[src/rtl/buf_rx_fifo.sv]
// rtl/buf_rx_fifo.sv - four-phase handshake receiver feeding a first-word-fall-through FIFO
//
// Purpose:
//   Consumes the buffer stage's four-phase output handshake (BtoR_REQ / RtoB_ACK / DO).
//   req_in is synchronized, each request pushes exactly one data word into a small FIFO,
//   and the FIFO drains through a valid/ready port. When the FIFO is full the request is
//   parked (HOLD) and ack is withheld, which back-pressures the upstream stage.
//
// Optional feature macro: BUF_RX_SEQ_CHECK_EN
//   Defined  : each push after the first is checked against previous word + 1;
//              a mismatch sets the sticky seq_err flag.
//   Undefined: seq_err is tied to 0.
//
// Ports:
//   clk       in   rising-edge clock
//   rst_n     in   asynchronous active-low reset
//   req_in    in   four-phase request (asynchronous to clk)
//   data_in   in   DATA_W data word, stable while req_in=1
//   ack_out   out  four-phase acknowledge, registered
//   out_valid out  FIFO non-empty
//   out_ready in   downstream accepts head word
//   out_data  out  DATA_W FIFO head word (fall-through)
//   level     out  FIFO occupancy, 0..DEPTH
//   seq_err   out  sticky sequence error flag

module buf_rx_fifo #(
  parameter int DATA_W      = 32,
  parameter int DEPTH       = 4,
  parameter int SYNC_STAGES = 2
) (
  input  logic                     clk,
  input  logic                     rst_n,
  input  logic                     req_in,
  input  logic [DATA_W-1:0]        data_in,
  output logic                     ack_out,
  output logic                     out_valid,
  input  logic                     out_ready,
  output logic [DATA_W-1:0]        out_data,
  output logic [$clog2(DEPTH):0]   level,
  output logic                     seq_err
);

  localparam int AW = $clog2(DEPTH);
  localparam int CW = AW + 1;

  typedef enum logic [1:0] {
    IDLE = 2'd0,
    HOLD = 2'd1,
    ACK  = 2'd2
  } stateT;

  // ---------------------------------------------------------------------------
  // Request synchronizer
  // ---------------------------------------------------------------------------
  logic [SYNC_STAGES-1:0] syncQ;
  logic                   reqS;

  always_ff @(posedge clk or negedge rst_n) begin
    if (!rst_n) begin
      syncQ <= '0;
    end else begin
      syncQ <= {syncQ[SYNC_STAGES-2:0], req_in};
    end
  end

  assign reqS = syncQ[SYNC_STAGES-1];

  // ---------------------------------------------------------------------------
  // FIFO storage and occupancy
  // ---------------------------------------------------------------------------
  logic [DATA_W-1:0] mem [DEPTH];
  logic [AW-1:0]     wrPtr;
  logic [AW-1:0]     rdPtr;
  logic [CW-1:0]     count;
  logic              full;
  logic              doPush;
  logic              doPop;

  // Full is judged on the pre-edge count, so a pop in the same cycle cannot
  // open room for a push; that push waits one more edge.
  assign full      = (count == CW'(DEPTH));
  assign out_valid = (count != '0);
  assign doPop     = out_valid && out_ready;
  assign out_data  = mem[rdPtr];
  assign level     = count;

  // ---------------------------------------------------------------------------
  // Handshake FSM
  // ---------------------------------------------------------------------------
  stateT state;
  stateT stateNext;
  logic  ackQ;
  logic  ackNext;

  always_ff @(posedge clk or negedge rst_n) begin
    if (!rst_n) begin
      state <= IDLE;
      ackQ  <= 1'b0;
    end else begin
      state <= stateNext;
      ackQ  <= ackNext;
    end
  end

  always_comb begin
    stateNext = state;
    ackNext   = ackQ;
    doPush    = 1'b0;
    unique case (state)
      IDLE: begin
        if (reqS) begin
          if (!full) begin
            doPush    = 1'b1;
            ackNext   = 1'b1;
            stateNext = ACK;
          end else begin
            stateNext = HOLD;
          end
        end
      end
      HOLD: begin
        // A withdrawn request wins over a freed slot: nothing is captured
        // for a request the upstream no longer presents.
        if (!reqS) begin
          stateNext = IDLE;
        end else if (!full) begin
          doPush    = 1'b1;
          ackNext   = 1'b1;
          stateNext = ACK;
        end
      end
      ACK: begin
        // Stay here while req_s is high so a held request pushes only once.
        if (!reqS) begin
          ackNext   = 1'b0;
          stateNext = IDLE;
        end
      end
      default: begin
        ackNext   = 1'b0;
        stateNext = IDLE;
      end
    endcase
  end

  assign ack_out = ackQ;

  // ---------------------------------------------------------------------------
  // Pointer and count update
  // ---------------------------------------------------------------------------
  always_ff @(posedge clk or negedge rst_n) begin
    if (!rst_n) begin
      wrPtr <= '0;
      rdPtr <= '0;
      count <= '0;
    end else begin
      if (doPush) begin
        wrPtr <= wrPtr + AW'(1);
      end
      if (doPop) begin
        rdPtr <= rdPtr + AW'(1);
      end
      unique case ({doPush, doPop})
        2'b10:   count <= count + CW'(1);
        2'b01:   count <= count - CW'(1);
        default: count <= count;
      endcase
    end
  end

  // Storage carries no reset; out_data is meaningless while empty.
  always_ff @(posedge clk) begin
    if (doPush) begin
      mem[wrPtr] <= data_in;
    end
  end

  // ---------------------------------------------------------------------------
  // Optional incrementing-sequence checker
  // ---------------------------------------------------------------------------
`ifdef BUF_RX_SEQ_CHECK_EN
  logic [DATA_W-1:0] expectQ;
  logic              haveFirst;
  logic              seqErrQ;

  always_ff @(posedge clk or negedge rst_n) begin
    if (!rst_n) begin
      expectQ   <= '0;
      haveFirst <= 1'b0;
      seqErrQ   <= 1'b0;
    end else if (doPush) begin
      haveFirst <= 1'b1;
      expectQ   <= data_in + DATA_W'(1);
      if (haveFirst && (data_in != expectQ)) begin
        seqErrQ <= 1'b1;
      end
    end
  end

  assign seq_err = seqErrQ;
`else
  assign seq_err = 1'b0;
`endif

endmodule

[config.mk]
export PLATFORM = sky130hd
export DESIGN_NAME = buf_rx_fifo
export DESIGN_NICKNAME = d
export VERILOG_FILES = /design/src/rtl/buf_rx_fifo.sv
export SDC_FILE = /design/constraint.sdc
export NUM_CORES = 1
export LEC_CHECK = 0
export CAP_MARGIN = 20
export CORE_MARGIN = 10
export CORE_UTILIZATION = 55
export CTS_BUF_LIST = sky130_fd_sc_hd__clkbuf_8 sky130_fd_sc_hd__clkbuf_16
export CTS_CLUSTER_DIAMETER = 40
export DETAILED_ROUTE_END_ITERATION = 12
export GPL_ROUTABILITY_DRIVEN = 1
export PLACE_DENSITY = 0.8
export SLEW_MARGIN = 10
export SYNTH_ARGS = -nofsm -noshare
export SYNTH_HDL_FRONTEND = slang
export SYNTH_SLANG_ARGS = --single-unit
[constraint.sdc]
create_clock -name clk -period 5.7 [get_ports clk]
set_input_delay 1.14 -clock clk [delete_from_list [all_inputs] [get_ports clk]]
set_output_delay 1.14 -clock clk [all_outputs]
set_load 0.03 [all_outputs]
# After elaboration in Yosys (flattened, before gate mapping)
# Memory sizes are Yosys's and may differ from the RTL's.
# Cells that the tools add are included.
# W data, S select, Z words.
# totals
reg_bits	12
mem_bits_rw	128
inputBits	36
output_inout_bits	38
wordCells	44
mem_count	1
# memory_table
memory	depth	width	read_ports	rd_ports_with_merged_regs	write_ports	line_no	source
mem	4	32	1	0	1	71	logic [DATA_W-1:0] mem [DEPTH];
# classes
add_sub_neg	4
eq_ne	10
n_mux	16
n_reduce_logical	7
# op_table
op	n
$mux W2	5
$mux W1	8
$ne A2 B2 Y1 const B	3
$pmux W2 S3	1
$pmux W3 S2	1
$reduce_and A3 Y1	2
$add A2 B1 Y2 const B	2
$eq A2 B1 Y1 const B	2
$eq A2 B2 Y1 const B	2
$add A3 B1 Y3 const B	1
$eq A3 B3 Y1 const B	1
$ne A3 B3 Y1 const B	1
$reduce_bool A3 Y1	1
$sub A3 B1 Y3 const B	1
$logic_not A2 Y1	1
$ne A2 B1 Y1 const B	1
$pmux W1 S2	1
$reduce_bool A2 Y1	1
$reduce_or A2 Y1	1
$logic_and A1 B1 Y1	1

# Logic depth before layout (Yosys ltp)
# Gate-level depths: netlist (run 1).
# depth
ltp_word	6
depth_mapped	9
depth_no_buf	9

# Worst setup path before layout (run 1)
# Ideal clock, no wire load.
# synth_timing
kind	in2reg
from	input out_ready
to	register count[2] (netlist: level[2])
setup_ns	0.081
t_arrival_ns	2.280
t_required_ns	5.619
path_slack_ns	3.339
path_stages	7
n_path_buf	0
cell_sequence	o31a_1 > ha_1 > inv_1 > fa_1 > xor2_1 > nor2_1 > xor2_1
# synth_via
elab_chain_cells	3
word_cells_on_any_way	5
classes_between	2 x eq/ne; 1 x mux; 2 x reduce/logical
# synth_lines
element	line_no	source
from (decl)	37	input logic out_ready,
$logic_and A1 B1 Y1 (*)	83	assign doPop = out_valid && out_ready;
$eq A2 B1 Y1 / $eq A2 B2 Y1 (equally long branches)	163	unique case ({doPush, doPop})
$pmux W3 S2 / $reduce_bool A2 Y1 (equally long branches)	-	
to (signal assigned)	164	2'b10: count <= count + CW'(1);
to (signal assigned)	165	2'b01: count <= count - CW'(1);
to (signal assigned)	166	default: count <= count;
to (decl)	74	logic [CW-1:0] count;
# Mark *: on every way between the ends. The rest lies on a longest branch, timed or not.
# A chain may end at the register's enable or synchronous reset.

# Worst setup path in the final report (run 1)
# layout_timing
from	register rdPtr[0]
to	output out_data[0]
# layout_via
elab_chain_cells	1
# layout_lines
element	line_no	source
from (decl)	73	logic [AW-1:0] rdPtr;
from (signal assigned)	161	rdPtr <= rdPtr + AW'(1);
$mem_v2 Z4 W32	-	
to (decl)	38	output logic [DATA_W-1:0] out_data,
# Every way passes these cells.

==> results of run 1 <==
[cells in the final DEF, fill, tap and decap left out, types with 2 or more instances in the layout]
cell,count
and2_2,4
bufinv_16,2
clkbuf_16,16
clkdlybuf4s50_1,72
clkinv_1,2
clkinv_4,4
clkinvlp_4,3
dfrtp_1,10
dfrtp_2,2
edfxtp_1,128
ha_1,5
inv_1,8
inv_6,2
inv_8,2
mux4_1,4
mux4_2,28
xnor2_1,3
xor2_1,3
[power groups by stage]
| stage | Clock (mW) | Combinational (mW) | Sequential [mW] |
|---|---|---|---|
| finish | 1.06 | 1.22 | 1.46 |
| global route | 1.12 | 1.30 | 1.49 |
| CTS | 1.07 | 1.24 | 1.47 |
| detailed placement | 0 | 1.24 | 1.49 |
| global placement | 0 | 1.23 | 1.48 |
| floorplan | 0 | 0.891 | 1.41 |
[per-layer routing]
metal | part of all wire [%] | vias up
li1 | - | 1064
met1 | 44 | 1216
met2 | 50 | 62
met3 | 5.3 | 7
met4 | 0.82 | 0
met5 | 0 | -
[cell usage after synthesis (3+ instances only)]
| cell | n | area share (%) |
|---|---|---|
| buf_12 | 3 | 1.1 |
| inv_1 | 8 | 0.57 |
| mux4_2 | 28 | 12 |
| dfrtp_1 | 12 | 5.7 |
| xor2_1 | 3 | 0.50 |
| buf_2 | 3 | 0.28 |
| edfxtp_1 | 128 | 73 |
| xnor2_1 | 3 | 0.50 |
| mux4_1 | 4 | 2.0 |
| ha_1 | 5 | 1.2 |
| and2_1 | 4 | 0.47 |
[per-stage QoR]
| stage | util [%] | cell area, um2 | hold WS, ns |
|---|---|---|---|
| after detailed placement | 65.4 | 6070 | 0.353 |
| final | 71.6 | 6650 | 0.368 |
| after CTS | 71.6 | 6650 | 0.369 |
| after floorplan | - | 5270 | 0.331 |
| after global placement | 65.4 | 6070 | 0.332 |
| after global routing | 71.6 | 6650 | 0.380 |
[layout make-up]
cell class / instances / area (um2)
Clock buffer: 17 / 414
Multi-Input combinational cell: 61 / 1010
Tap cell: 129 / 161
Timing Repair Buffer: 73 / 728
Fill cell: 583 / 2630
Sequential cell: 140 / 4150
Clock inverter: 15 / 165
Inverter: 8 / 30.0
[worst paths after layout]
check                         start  depth (start not counted)           to
max                        rdPtr[0]                          3  out_data[0]
min                        syncQ[0]                          0     syncQ[1]
max reg2reg                state[1]                          3   mem[0][24]
min reg2reg                syncQ[0]                          0     syncQ[1]
max in group asynchronous     rst_n                          1     rdPtr[0]
min in group asynchronous     rst_n                          1     syncQ[0]
[cells by family (layout without fill, tap and decap cells)]
kind of cell	after synthesis	count (layout)	synth area share [%]
AO/OA/AOI/OAI	5	5	0.973
XOR/XNOR	6	6	0.997
adder cells (fa/ha/maj)	6	6	1.57
buffers and inverters	17	113	2.42
flip-flops	140	140	78.6
multiplexers	34	34	14.4
other	1	1	0.0711
AND/OR/NAND/NOR	9	9	1.02
[flip-flops by register name, summed over array words and instances, names as in the netlist]
name	count
mem	128
level	3
rdPtr	2
state	2
syncQ	2
wrPtr	2
ack_out	1
[worst max-delay path: cells and delay by family, from the launching register on]
family | cells | cell delay [ns]
DFF | 1 | 0.72
buffers and inverters | 2 | 1.05
muxes | 1 | 0.59
==> flow_summary_export.csv, run 1 <==
group,metric,value,unit
layout,nets,343,
power_and_ir_drop,intPower,2.52,mW
drt,drt_iter0_drc,104,
clock_tree,cts_htree_levels,4,
drt,drt_pre_antenna_iters,4,
timing,period_share,70.2,%
synthesis,synth_area_per_cell,24.2,um2
timing,slew_headroom,40.6,%
clock_tree,cts_made_buffers,17,
power_and_ir_drop,power.density,562,mW/mm2
clock_tree,cts_tree,"yes",
drt,ant_nets,0,
synthesis,syn_inst,218,
power_and_ir_drop,comb_power_share,32.6,%
worst_setup_path,crit_slowest_cell,"dfrtp_2",
drt,drc,0,
placed_design,placed_cells,411,
clock_tree,path_clk_slew,0.06,ns
power_and_ir_drop,p_seq_share,39.1,%
floorplan,die_x,118,um
worst_setup_path,critPathMaxFanout,18,
worst_setup_path,cp.required,4.56,ns
global_routing,grt_use_total,13.8,%
timing,setup_viol,0,
drt,wl,9230,um
floorplan,die-area,0.0139,mm2
timing,setup_ws,1.70,ns
timing,rsz0062_at_grt,"no",
floorplan,start_util,56.8,%
hold_path,hold_class,"reg2reg",
synthesis,yosysWarnings,0,
power_and_ir_drop,power,3.74,mW
timing,fin_worst_skew,0.0106,ns
drt,wire_per_inst,20.8,um
worst_setup_path,start_kind,"register",
global_routing,antenna_found_initial,0,
clock_tree,insertion_delay,0.50,ns
synthesis,synth.distinct_cells,28,
worst_setup_path,path_cells,"buf_4 > mux4_1 > clkdlybuf4s50_1",
placed_design,dpl.hpwl,5560,um
clock_tree,ctsLongestPathBuffers,2,
timing,fin_crit,4.00,ns
global_routing,gr-usage-met1,17.2,%
layout,diodes,0,
placed_design,dp_slack,2.15,ns
clock_tree,cts_resized,0,
clock_tree,post-cts-setup-buffer-count,0,
worst_setup_path,cp-end-kind,"primary output",
global_routing,overflow,0,
worst_setup_path,reg2reg_slack,3.61,ns
clock_tree,ctsRootBufferMaster,"clkbuf_8",
drt,routed-via-count,2349,
timing,fmax,250,MHz
timing,tightest_slew,0.890,ns
synthesis,ys_seq_area_share,78.6,%
placed_design,portBuffers,72,
synthesis,synthArstFlopShare,8.57,%
clock_tree,cts_hold_buf,0,
power_and_ir_drop,ir_worst_vdd,0.454,mV
synthesis,synth_edf_count,128,
synthesis,syn_nets,260,
global_routing,grt_pass1_wl,14800,um
timing,tns,0,ns
floorplan,row_count,35,
power_and_ir_drop,p_leak,2.23,nW
timing,hold_viol_final,0,
outcome,status,"completed",
clock_tree,cts.sinks,140,
drt,via_per_inst,5.30,
timing,drv_slew,0,
flow_run,max_cap_violations,0,
synthesis,ys_seq_elements,140,
layout,layout-drive-gt1-share,21.7,%
layout,finalNonFillerCells,443,
placed_design,gp_congestion,0.714,
synthesis,synthFlopType,"edfxtp_1",
power_and_ir_drop,p_sw_share,32.4,%
global_routing,top_usage_layer,"met2",
power_and_ir_drop,p_sw,1.21,mW
worst_setup_path,crit_type,"reg2out",
synthesis,synthesis.area,0.00527,mm2
global_routing,grt_pass1_vias,2584,
global_routing,gr-usage-met3,5.37,%
worst_setup_path,cpPeakStageDelay,0.72,ns
floorplan,fp.dieH,118,um
floorplan,num_io_pins,74,
floorplan,core-area,0.00928,mm2
global_routing,grt_start_max_net_pins,34,
global_routing,grtUsageMet2,21.9,%
layout,synthToLayoutAreaGrowth,26.2,%
worst_setup_path,worstPathArrival,2.86,ns
power_and_ir_drop,p_clk_share,28.3,%
No activity file was read; power rests on OpenSTA's default activity.
==> run 2: changes to the inputs <==
--- a/config.mk
+++ b/config.mk
@@ -7,12 +7,12 @@
 export LEC_CHECK = 0
 export CAP_MARGIN = 20
 export CORE_MARGIN = 10
-export CORE_UTILIZATION = 55
+export CORE_UTILIZATION = 49
 export CTS_BUF_LIST = sky130_fd_sc_hd__clkbuf_8 sky130_fd_sc_hd__clkbuf_16
 export CTS_CLUSTER_DIAMETER = 40
 export DETAILED_ROUTE_END_ITERATION = 12
 export GPL_ROUTABILITY_DRIVEN = 1
-export PLACE_DENSITY = 0.8
+export PLACE_DENSITY = 0.76
 export SLEW_MARGIN = 10
 export SYNTH_ARGS = -nofsm -noshare
 export SYNTH_HDL_FRONTEND = slang
==> constraint.sdc (replaced) <==
create_clock -name clk -period 3.3 [get_ports clk]
set_input_delay 0.66 -clock clk [delete_from_list [all_inputs] [get_ports clk]]
set_output_delay 0.66 -clock clk [all_outputs]
set_load 0.03 [all_outputs]
==> run 2 against run 1 <==
Compared with the run above: hold slack lost 0.011 ns; clock skew shrank 0.0030 ns; critical path type unchanged; largest cell class unchanged; largest power group unchanged; sequential share of layout area shrank 1.2 points; die area grew 10%; setup slack lost 1.5 ns; count of clock-buffer cells in the layout grew 1; non-clock buffer count grew 15.
==> flow_summary_export.csv, run 2 (synthesis gave the netlist of run 1 again) <==
group,metric,value,unit
worst_setup_path,critPathLaunch,"rdPtr[0]",
clock_tree,insertion_delay,0.51,ns
worst_setup_path,crit_slowest_cell,"clkdlybuf4s50_1",
clock_tree,ctsRootBufferMaster,"clkbuf_8",
worst_setup_path,path_cells,"buf_4 > mux4_2 > clkdlybuf4s50_1",
power_and_ir_drop,p_leak,2.33,nW
drt,wl,9490,um
clock_tree,cts_htree_levels,4,
worst_setup_path,critPathMaxFanout,17,
layout,final_cell_mix,"edfxtp_1, clkdlybuf4s50_1, mux4_2, clkbuf_16, buf_4",
layout,layout.cells.most_common,"edfxtp_1",
clock_tree,path_clk_slew,0.06,ns
layout,synthToLayoutAreaGrowth,28.6,%
drt,routed-via-count,2444,
worst_setup_path,cp-endpoint,"out_data[8]",
global_routing,grt_pass1_wl,14600,um
timing,setup_viol,0,
global_routing,grt_pass1_vias,2689,
layout,nets,358,
power_and_ir_drop,power.density,977,mW/mm2
timing,period_share,94.9,%
clock_tree,ctsLongestPathBuffers,2,
worst_setup_path,reg2reg_slack,1.21,ns
global_routing,antenna_found_initial,0,
layout,largest_reg_flops,128,
drt,via_per_inst,5.26,
layout,diodes,0,
global_routing,grt_use_total,12.8,%
timing,rsz0062_at_grt,"no",
worst_setup_path,cpPeakStageDelay,0.62,ns
worst_setup_path,start_kind,"register",
floorplan,fp.dieH,124,um
floorplan,core-area,0.0104,mm2
drt,drt_iter0_drc,204,
timing,fin_worst_skew,0.00763,ns
power_and_ir_drop,ir_worst_vdd,0.591,mV
worst_setup_path,worstPathArrival,2.47,ns
outcome,status,"completed",
drt,ant_nets,0,
floorplan,row_count,37,
flow_run,max_cap_violations,0,
placed_design,dpl.hpwl,5790,um
hold_path,hold_class,"reg2reg",
layout,top_register,"mem",
timing,tightest_slew,0.879,ns
timing,hold_viol_final,0,
floorplan,num_io_pins,74,
clock_tree,cts_made_buffers,17,
worst_setup_path,cp.required,2.64,ns
placed_design,portBuffers,72,
clock_tree,cts.sinks,140,
placed_design,placed_cells,422,
worst_setup_path,rr_worst_depth,3,
global_routing,overflow,0,
worst_setup_path,r2r-end,"mem[1][19]",
timing,tns,0,ns
worst_setup_path,regToRegStartpoint,"state[1]",
drt,wire_per_inst,20.4,um
clock_tree,cts_hold_buf,0,
floorplan,die_x,124,um
worst_setup_path,cp-end-kind,"primary output",
placed_design,gp_congestion,0.710,
drt,drc,0,
power_and_ir_drop,power,6.62,mW
layout,layout-drive-gt1-share,24.9,%
floorplan,die-area,0.0153,mm2
clock_tree,cts_tree,"yes",
floorplan,start_util,50.6,%
timing,drv_slew,0,
timing,fmax,319,MHz
global_routing,grt_start_max_net_pins,33,
drt,drt_pre_antenna_iters,5,
timing,fin_crit,3.13,ns
layout,finalNonFillerCells,465,
timing,slew_headroom,41.4,%
worst_setup_path,crit_type,"reg2out",
==> run 2: cell count changes in the layout (fill, tap and decap cells not counted), moves of 2 or more <==
cell / previous run / this run
clkinv_1: 2 / 0
buf_4: 1 / 16
inv_6: 2 / 0
clkinv_2: 0 / 3
inv_1: 8 / 11
inv_8: 2 / 0
==> run 2: repair_timing <==
action,in CTS,in global routing
setup buffers,0,11
setup endpoints to repair,18,13
resized for setup,1,0
endpoints found under the hold margin,0,0
==> run 2: worst min-delay path by stage <==
stage                     depth (start not counted)     start  slack (ns)  endpoint
final                                             0  syncQ[0]        0.36  syncQ[1]
after global routing                              0  syncQ[0]        0.37  syncQ[1]
after CTS                                         0  syncQ[0]        0.36  syncQ[1]
after detailed placement                          0  syncQ[0]        0.34  syncQ[1]
after global placement                            0  syncQ[0]        0.33  syncQ[1]
after floorplan                                   0  syncQ[0]        0.33  syncQ[1]
==> run 2: per-stage QoR <==
step	setup WS [ns]	cell area (um2)	util (%)	hold WS [ns]
finish	0.168	6780	65.1	0.357
global route	0.0807	6780	65.1	0.373
CTS	0.00885	6700	64.3	0.361
detailed placement	0.400	6110	58.7	0.343
global placement	0.430	6110	58.7	0.333
floorplan	1.09	5270	-	0.331
==> run 2: area by class of cell <==
| type | count | area [um2] |
|---|---|---|
| inverters | 8 | 30.0 |
| clock inverters | 14 | 158 |
| fillers | 704 | 3630 |
| well taps | 136 | 170 |
| repair buffers | 88 | 841 |
| flip-flops and latches | 140 | 4150 |
| multi-input cells | 61 | 1010 |
| clock buffers | 18 | 428 |
==> run 2: power breakdown <==
group | switching [mW] | internal, mW
sequential | 0.190 | 2.29
combinational | 1.22 | 1.10
clock | 0.668 | 1.16
==> run 2: critical path: cells and delay by family, from the launching register on <==
family	cells	cell delay [ns]
buffers and inverters	2	0.87
muxes	1	0.53
DFF	1	0.57
==> run 2: routing by layer <==
layer  share of wire, %  up-vias  track usage, %
met4                1.9        0            3.93
li1                   -     1095               -
met3                6.5       14            4.62
met2                 50       77            21.8
met1                 41     1258            14.9
met5                  0        -               0
==> run 3: changes to the inputs <==
--- a/config.mk
+++ b/config.mk
@@ -5,11 +5,9 @@
 export SDC_FILE = /design/constraint.sdc
 export NUM_CORES = 1
 export LEC_CHECK = 0
-export CAP_MARGIN = 20
 export CORE_MARGIN = 10
 export CORE_UTILIZATION = 49
 export CTS_BUF_LIST = sky130_fd_sc_hd__clkbuf_8 sky130_fd_sc_hd__clkbuf_16
-export CTS_CLUSTER_DIAMETER = 40
 export DETAILED_ROUTE_END_ITERATION = 12
 export GPL_ROUTABILITY_DRIVEN = 1
 export PLACE_DENSITY = 0.76
==> results of run 3 <==
Same layout as run 2: the final DEF is identical, and so are final timing and power.
